[config.mk]
export PLATFORM = sky130hd
export DESIGN_NAME = uart_imem_loader_flat
export DESIGN_NICKNAME = d
export VERILOG_FILES = /design/src/rtl/boot_pkg.sv /design/src/rtl/uart_imem_loader_if.sv /design/src/rtl/loader_timeout.sv /design/src/rtl/uart_imem_loader.sv /design/src/flat_wrapper.sv
export SDC_FILE = /design/constraint.sdc
export NUM_CORES = 1
export LEC_CHECK = 0
export CORE_ASPECT_RATIO = 0.7
export CORE_MARGIN = 4
export CORE_UTILIZATION = 58
export DETAILED_ROUTE_END_ITERATION = 8
export DONT_BUFFER_PORTS = 1
export HOLD_SLACK_MARGIN = 0.05
export PLACE_DENSITY = 0.74
export RECOVER_POWER = 25
export SKIP_CTS_REPAIR_TIMING = 1
export SLEW_MARGIN = 30
export SYNTH_ARGS = -nofsm -noshare
export SYNTH_HDL_FRONTEND = slang
export SYNTH_HIERARCHICAL = 1
export SYNTH_SLANG_ARGS = --single-unit
[constraint.sdc]
create_clock -name clk -period 2.5 [get_ports clk]
set_input_delay 0.375 -clock clk [delete_from_list [all_inputs] [get_ports clk]]
set_output_delay 0.375 -clock clk [all_outputs]
set_load 0.01 [all_outputs]
[src/rtl/boot_pkg.sv]
// Shared boot-loader types and defaults.
// Used by the UART instruction-memory loader, its wrapper and the bench.
package boot_pkg;

  typedef enum logic {
    LOAD = 1'b0,
    DONE = 1'b1
  } state_t;

  localparam logic [31:0] DEF_END_WORD = 32'hFFFF_FFFF;
  // 40 ms of line silence at 50 MHz
  localparam int unsigned DEF_TIMEOUT_CYC = 2_000_000;

  function automatic logic [31:0] put_lane(
    input logic [31:0] w,
    input logic [1:0]  idx,
    input logic [7:0]  b
  );
    logic [31:0] r;
    r = w;
    r[8*idx +: 8] = b;
    return r;
  endfunction

endpackage

[src/rtl/uart_imem_loader_if.sv]
// Byte stream in from the UART receiver, word writes out to the
// instruction memory.
interface uart_imem_loader_if #(
  parameter int ADDR_W = 8
);

  logic              rx_valid;
  logic [7:0]        rx_data;
  logic              rx_break;
  logic              imem_we;
  logic [ADDR_W-1:0] imem_addr;
  logic [31:0]       imem_wdata;

  modport master (
    input  rx_valid,
    input  rx_data,
    input  rx_break,
    output imem_we,
    output imem_addr,
    output imem_wdata
  );

  modport slave (
    output rx_valid,
    output rx_data,
    output rx_break,
    input  imem_we,
    input  imem_addr,
    input  imem_wdata
  );

endinterface

[src/rtl/loader_timeout.sv]
// Loadable down-counter that flags a stalled partial word.
// load wins over clear; expire pulses when the count runs out.
module loader_timeout
  import boot_pkg::*;
#(
  parameter int unsigned CNT_MAX = DEF_TIMEOUT_CYC
) (
  input  logic clk,
  input  logic resetn,
  input  logic load,
  input  logic clear,
  output logic expire
);

  localparam int CW = $clog2(CNT_MAX + 1);
  localparam logic [CW-1:0] RELOAD = CW'(CNT_MAX - 1);

  logic [CW-1:0] cnt;

  always_ff @(posedge clk or negedge resetn) begin
    if (!resetn) begin
      cnt <= '0;
    end else if (load) begin
      cnt <= RELOAD;
    end else if (clear) begin
      cnt <= '0;
    end else if (cnt != '0) begin
      cnt <= cnt - CW'(1);
    end
  end

  assign expire = ~load & ~clear & (cnt == '0);

endmodule

[src/rtl/uart_imem_loader.sv]
// Packs UART bytes into instruction words and writes them to imem,
// holding the core in reset until the terminator word arrives.
module uart_imem_loader
  import boot_pkg::*;
#(
  parameter int          ADDR_W      = 8,
  parameter logic [31:0] END_WORD    = DEF_END_WORD,
  parameter int unsigned TIMEOUT_CYC = DEF_TIMEOUT_CYC
) (
  input  logic                clk,
  input  logic                resetn,
  uart_imem_loader_if.master  bus,
  output logic                write_done,
  output logic                core_resetn,
  output logic [ADDR_W:0]     word_count,
  output logic                overflow,
  output logic                resync_err
);

  state_t            state_q, state_d;
  logic [1:0]        idx_q, idx_d;
  logic [31:0]       buf_q, buf_d;
  logic              we_q, we_d;
  logic [ADDR_W-1:0] addr_q, addr_d;
  logic [31:0]       wdata_q, wdata_d;
  logic              done_q, done_d;
  logic              crst_q, crst_d;
  logic [ADDR_W:0]   cnt_q, cnt_d;
  logic              ovf_q, ovf_d;
  logic              rerr_q, rerr_d;

  logic        in_load;
  logic        brk;
  logic        acc;
  logic        tmo;
  logic        expire;
  logic        tmr_clear;
  logic        full;
  logic [31:0] word;

  assign in_load = (state_q == LOAD);
  assign brk     = in_load & bus.rx_break;
  assign acc     = in_load & bus.rx_valid & ~bus.rx_break;
  assign tmo     = in_load & expire & ~bus.rx_break;
  assign full    = cnt_q[ADDR_W];
  assign word    = {bus.rx_data, buf_q[23:0]};

  // Idle timer only runs while a word is partially assembled
  assign tmr_clear = ~in_load | (idx_q == 2'd0) | bus.rx_break;

  loader_timeout #(
    .CNT_MAX(TIMEOUT_CYC)
  ) u_tmr (
    .clk    (clk),
    .resetn (resetn),
    .load   (acc),
    .clear  (tmr_clear),
    .expire (expire)
  );

  always_ff @(posedge clk or negedge resetn) begin
    if (!resetn) begin
      state_q <= LOAD;
      idx_q   <= '0;
      buf_q   <= '0;
      we_q    <= 1'b0;
      addr_q  <= '0;
      wdata_q <= '0;
      done_q  <= 1'b0;
      crst_q  <= 1'b0;
      cnt_q   <= '0;
      ovf_q   <= 1'b0;
      rerr_q  <= 1'b0;
    end else begin
      state_q <= state_d;
      idx_q   <= idx_d;
      buf_q   <= buf_d;
      we_q    <= we_d;
      addr_q  <= addr_d;
      wdata_q <= wdata_d;
      done_q  <= done_d;
      crst_q  <= crst_d;
      cnt_q   <= cnt_d;
      ovf_q   <= ovf_d;
      rerr_q  <= rerr_d;
    end
  end

  always_comb begin
    state_d = state_q;
    idx_d   = idx_q;
    buf_d   = buf_q;
    we_d    = 1'b0;
    addr_d  = addr_q;
    wdata_d = wdata_q;
    done_d  = done_q;
    cnt_d   = cnt_q;
    ovf_d   = ovf_q;
    rerr_d  = rerr_q;
    unique case (1'b1)
      brk: begin
        idx_d = '0;
        if (idx_q != 2'd0) rerr_d = 1'b1;
      end
      acc: begin
        buf_d = put_lane(buf_q, idx_q, bus.rx_data);
        idx_d = idx_q + 2'd1;
        if (idx_q == 2'd3) begin
          if (word == END_WORD) begin
            state_d = DONE;
            done_d  = 1'b1;
          end else if (!full) begin
            we_d    = 1'b1;
            addr_d  = cnt_q[ADDR_W-1:0];
            wdata_d = word;
            cnt_d   = cnt_q + (ADDR_W+1)'(1);
          end else begin
            state_d = DONE;
            done_d  = 1'b1;
            ovf_d   = 1'b1;
          end
        end
      end
      tmo: begin
        idx_d  = '0;
        rerr_d = 1'b1;
      end
      default: ;
    endcase
    crst_d = done_d & ~ovf_d;
  end

  assign bus.imem_we    = we_q;
  assign bus.imem_addr  = addr_q;
  assign bus.imem_wdata = wdata_q;
  assign write_done     = done_q;
  assign core_resetn    = crst_q;
  assign word_count     = cnt_q;
  assign overflow       = ovf_q;
  assign resync_err     = rerr_q;

endmodule

[src/flat_wrapper.sv]
// flat-port wrapper written by rule: the top's interface ports become plain ports
module uart_imem_loader_flat import boot_pkg::*;
#(
  parameter int          ADDR_W      = 8,
  parameter logic [31:0] END_WORD    = DEF_END_WORD,
  parameter int unsigned TIMEOUT_CYC = DEF_TIMEOUT_CYC
)
  (clk, resetn, write_done, core_resetn, word_count, overflow, resync_err, bus_rx_valid, bus_rx_data, bus_rx_break, bus_imem_we, bus_imem_addr, bus_imem_wdata);
  uart_imem_loader_if #(.ADDR_W(ADDR_W)) bus_i ();
  input  logic clk;
  input  logic resetn;
  output logic write_done;
  output logic core_resetn;
  output logic [ADDR_W:0] word_count;
  output logic overflow;
  output logic resync_err;
  input wire logic [$bits(bus_i.rx_valid)-1:0] bus_rx_valid;
  input wire logic [$bits(bus_i.rx_data)-1:0] bus_rx_data;
  input wire logic [$bits(bus_i.rx_break)-1:0] bus_rx_break;
  output wire logic [$bits(bus_i.imem_we)-1:0] bus_imem_we;
  output wire logic [$bits(bus_i.imem_addr)-1:0] bus_imem_addr;
  output wire logic [$bits(bus_i.imem_wdata)-1:0] bus_imem_wdata;
  assign bus_i.rx_valid = bus_rx_valid;
  assign bus_i.rx_data = bus_rx_data;
  assign bus_i.rx_break = bus_rx_break;
  assign bus_imem_we = bus_i.imem_we;
  assign bus_imem_addr = bus_i.imem_addr;
  assign bus_imem_wdata = bus_i.imem_wdata;
  uart_imem_loader #(.ADDR_W(ADDR_W), .END_WORD(END_WORD), .TIMEOUT_CYC(TIMEOUT_CYC)) u_core (.clk(clk), .resetn(resetn), .bus(bus_i), .write_done(write_done), .core_resetn(core_resetn), .word_count(word_count), .overflow(overflow), .resync_err(resync_err));
endmodule
* Word level (Yosys, flattened, before mapping)
Cells that the tools add are included.
** Cells by class
- Bitwise logic cells :: 17
- Reduce and logical (&&, ||, !) cells :: 13
- $mul :: 0
- Shift-type cells :: 2
- Div/mod/pow operators :: 0
- $add $sub $neg :: 4
- Magnitude comparators :: 0
- Equal/unequal tests :: 3
- Muxes and demuxes :: 22
** Operators by type and width (number)
- 2-to-1 mux 21 bit :: 3
- negation 5 -> 34 bit :: 1
- variable shift 8 x 34 -> 32 bit, first input constant :: 1
- variable part select 8 x 34 -> 32 bit :: 1
- bitwise mux 32 bit :: 1
- equality test 32 bit, second input constant :: 1
- logical NOT 21 bit :: 1
- nonzero test 21 bit :: 1
- subtractor 21 x 1 -> 21 bit, second input constant :: 1
- 2-to-1 mux 1 bit :: 15
- adder 9 x 1 -> 9 bit, second input constant :: 1
- 2-to-1 mux 9 bit :: 1
- bitwise AND 1 bit :: 8
- nonzero test 2 bit :: 4
- inverter 1 bit :: 7
- AND reduction 3 bit :: 2
- case mux 2 bit (2 select lines) :: 1
- AND reduction 4 bit :: 1
- nonzero test 3 bit :: 1
- adder 2 x 1 -> 2 bit, second input constant :: 1
- equality test 2 bit, second input constant :: 1
- logical NOT 2 bit :: 1
- inequality test 2 bit, second input constant :: 1
- bitwise OR 1 bit :: 2
- other kinds (3) :: 3
** Word-level totals
- Input bits :: 12
- Memories :: 0
- Flip-flop bits (word level) :: 110
- Latch bits :: 0
- Word-level logic and storage cells :: 74
- Bits in writable memories :: 0
- Memory bits (read-only) :: 0

* Depth between registers and ports, before layout
- Depth in word-level cells :: 10
- Depth in mapped cells :: 9
- Gate-level depth less buffers :: 9

* Modules after synthesis
Netlist, hierarchy kept.
** Modules (own cells, without submodules)
- uart_imem_loader :: cells each 276, area an instance 3543.4 um^2, sequential area each 2026.9 um^2, times used 1
- loader_timeout :: cells each 124, area an instance 1246.2 um^2, sequential area each 525.5 um^2, times used 1

* Least setup slack after synthesis
No wires, ideal clock.
- Path kind :: register to register
- Start point :: reg u_core.u_tmr.cnt[5]
- End point :: reg u_core.idx_q[0]
- Slack :: 0.205 ns
- Cell stages (with the launch flop) :: 9
- Path buffers :: 1
- Setup time :: 0.129 ns
- Arrival :: 2.166 ns
- Cell sequence :: dfrtp_1 or4_4 or4_4 buf_6 or2_4 nor2_1 nor3_1 o21ai_0 o21ai_0
** On the way
- Longest elaborated chain between the ends :: 6
** Ends and longest elaborated chain
- from (decl) :: line loader_timeout.sv:18 : logic [CW-1:0] cnt;
- from (signal assigned) :: line loader_timeout.sv:28 : cnt <= cnt - CW'(1);
- logical NOT 21 bit * :: line loader_timeout.sv:32 : assign expire = ~load & ~clear & (cnt == '0);
- bitwise AND 1 bit * :: line loader_timeout.sv:32
- named net u_core.expire :: line uart_imem_loader.sv:36 : logic expire;
- bitwise AND 1 bit * (2 in series) :: line uart_imem_loader.sv:44 : assign tmo = in_load & expire & ~bus.rx_break;
- OR reduction 2 bit (no source line) *
- case mux 2 bit (2 select lines) or nonzero test 2 bit (tied branches)
- to (signal assigned) :: line uart_imem_loader.sv:76 : idx_q <= idx_d;
- to (decl) :: line uart_imem_loader.sv:21 : logic [1:0] idx_q, idx_d;
Mark *: on every way through the listed nets, which the timed path passes. The rest lies on a longest branch.
A chain may end at the register's enable or synchronous reset.

* Worst setup path in the final report
- Start point :: reg u_core.u_tmr.cnt[5]
- End point :: reg u_core.u_tmr.cnt[20]
** On the way
- Longest elaborated chain between the ends :: 4
** Ends and longest elaborated chain
- subtractor 21 x 1 -> 21 bit :: line loader_timeout.sv:28
- 2-to-1 mux 21 bit :: line loader_timeout.sv:27 : end else if (cnt != '0) begin
- 2-to-1 mux 21 bit :: line loader_timeout.sv:25 : end else if (clear) begin
- 2-to-1 mux 21 bit :: line loader_timeout.sv:23 : end else if (load) begin
Several ways; a longest one is shown, not always the timed one. The select of a mux whose other input is x is not followed.

==> impl_metrics.toml <==
[die]
start_util = 0.603
die-area_um2 = 9800
ios = 66
num_rows = 27
coreArea_um2 = 7940
die_h_um = 84.0
die_w_um = 117

[routing]
via_count = 2998
drt-total-wl_um = 9250
route.detailed.drc = 0
routedWlPerCell_um = 18.2
ant_nets = 0
initialDrtViolationCount = 176
viasPerCell = 5.89
drtPass1Iterations = 4

[power_and_ir_drop]
leakage_nw = 2.43
ir_worst_vdd_v = 0.000652
power.density_nw_per_um2 = 677

[place]
dp_cells = 493
io_buffers = 0
hpwl_um = 6280
place_congestion = 0.808

[global_routing]
antenna_found_initial = 0
grt_max_degree = 103
grt_usage = 0.199
grt_pass1_vias = 2916
grt_overflow = 0
grt_pass1_wl_um = 15200

[synthesis]
yosysWarnings = 6
syn-num-nets = 420
syn_area_um2 = 4790
synthDistinctLibCells = 50
ys_async_sr_fraction = 1.00
avgSynthCellArea_um2 = 12.0
ys_ff_latch = 102
ys_seq_area_frac = 0.533
ys_dominant_reg_cell = "dfrtp_1"
synth_edf_count = 0
netlist_instances = 400

[timing]
relSlewSlack = 0.491
skew_ps = 7.70
tightest_slew_ps = 763
fmax_mhz = 431
finalHoldWorstSlack_ps = -269
drv_slew = 0
layout_min_cycle_time_ps = 2320
setup_viol = 0
hold_viol = 102
period_share = 0.928
rsz0062_at_grt = "no"
fin_setup_tns_ps = 0

[finish]
fillers = 563
layout.cells.non_filler = 509
final_cell_mix = "102 x dfrtp_1, 55 x nand2_1, 38 x mux2_4"
final_common_cell = "dfrtp_1"
fin_util = 0.650
regArea_um2 = 2550
drive_above_1_share = 0.211
nNetsFinal = 423
antenna_cells = 0
syn_to_final_growth_pct = 7.68
multiInputGateArea_um2 = 2100

[min_path]
worstHoldPathType = "in2async"

[setup_path]
cp.arrival_ps = 2550
critical_path.max_stage_delay_ps = 560
path_buf_inv = 1
worstPathCellList = "or4_4, or4_4, buf_4, nor3_1, xor2_1, a21o_1"
crit_fanout = 6
crit_family = "simple AND/OR/NAND/NOR gates"
crit_type = "reg2reg"
cp_common_cell = "or4_4"
cp-end-kind = "register"
start_kind = "register"
r2r_slack_ps = 180
cpMaxStageDelayCell = "or4_4"
required_ps = 2730

[clock_tree]
cts_buffers = 9
clock_latency_ps = 340
htree_num_levels = 3
clk_pin_slew_ps = 60
cts_tree = "built"
cts.sinks = 102
clockBufferDepth = 2
cts_root_buf = "clkbuf_16"

[run]
maxCapViolations = 0

[run_status]
violations = "hold timing"
outcome = "finished with violations"
[synth_stat cells (5+ instances only)]
cell type | n | share of area
nor2_1 | 15 | 0.012
o21ai_0 | 31 | 0.032
xor2_1 | 21 | 0.038
a21o_1 | 7 | 0.011
a21oi_1 | 6 | 0.0063
dfrtp_1 | 102 | 0.53
ha_1 | 8 | 0.021
mux2_4 | 38 | 0.12
buf_6 | 6 | 0.014
nand2_1 | 55 | 0.043
clkbuf_1 | 8 | 0.0063
inv_1 | 7 | 0.0055
o21bai_1 | 9 | 0.014
nor3_1 | 8 | 0.0084
o21ai_1 | 5 | 0.0052
nand4_1 | 8 | 0.010
[sequential cells by signal, indices dropped and copies added (netlist names)]
| signal | flops |
|---|---|
| u_core/bus.imem_wdata | 32 |
| u_core/buf_q | 24 |
| u_core/u_tmr/cnt | 21 |
| u_core/word_count | 9 |
| u_core/bus.imem_addr | 8 |
| u_core/idx_q | 2 |
| u_core/bus.imem_we | 1 |
| u_core/core_resetn | 1 |
| u_core/overflow | 1 |
| u_core/resync_err | 1 |
| u_core/state_q | 1 |
| u_core/write_done | 1 |
[cell type report]
type / instances / share of cell area
multi-input cells: 273 / 0.407
inverters: 7 / 0.00509
clock inverters: 2 / 0.00267
clock buffers: 14 / 0.0512
flip-flops and latches: 102 / 0.495
well taps: 101 / 0.0245
repair buffers: 10 / 0.0146
[layer usage]
layer	wire [um]	track usage
met1	4370	0.288
met2	4100	0.277
met3	683	0.0826
met4	97	0.0510
met5	0	0
[cell families after synthesis]
kind of cell | Yosys count | synth area share
xor gates and xnor gates | 23 | 0.0421
and+or+nand+nor | 129 | 0.152
adders and majority gates | 8 | 0.0209
AOI/OAI and AO/OA | 70 | 0.0920
buffers and inverters | 25 | 0.0293
DFF | 102 | 0.533
muxes | 43 | 0.131
[path summary, 6_finish.rpt]
check	start	endpoint	cells past startpoint
setup / recovery	u_core/u_tmr/cnt[5]	u_core/u_tmr/cnt[20]	6
hold / removal	resetn	u_core/bus.imem_wdata[16]	0
setup reg to reg	u_core/u_tmr/cnt[5]	u_core/u_tmr/cnt[20]	6
hold reg to reg	u_core/buf_q[17]	u_core/buf_q[17]	2
max in group asynchronous	resetn	u_core/u_tmr/cnt[17]	0
min in group clk	bus_rx_data[5]	u_core/buf_q[21]	2
[stage by stage]
stage	hold WS [ps]	power, mW	worst slack, ps	instance area [um2]
finish	-269	3.49	181	5160
global route	-291	3.65	31.1	5160
CTS	-290	3.53	89.9	5150
detailed placement	83.3	2.22	114	4880
global placement	83.3	2.20	206	4880
floorplan	79.4	2.14	205	4790
[power by group]
part / switching [mW] / internal, mW / leakage [nW]
Sequential: 0.120 / 1.75 / 1.39
Combinational: 0.160 / 0.159 / 0.902
Clock: 0.571 / 0.733 / 0.137
Total: 0.851 / 2.64 / 2.43
[worst reg2reg max path: stages, from the launching register on]
cell and delay (ps):
dfrtp_1 410, or4_4 560, or4_4 460, buf_4 190
nor3_1 290, xor2_1 110, a21o_1 190
(Power assumes the default switching activity.)
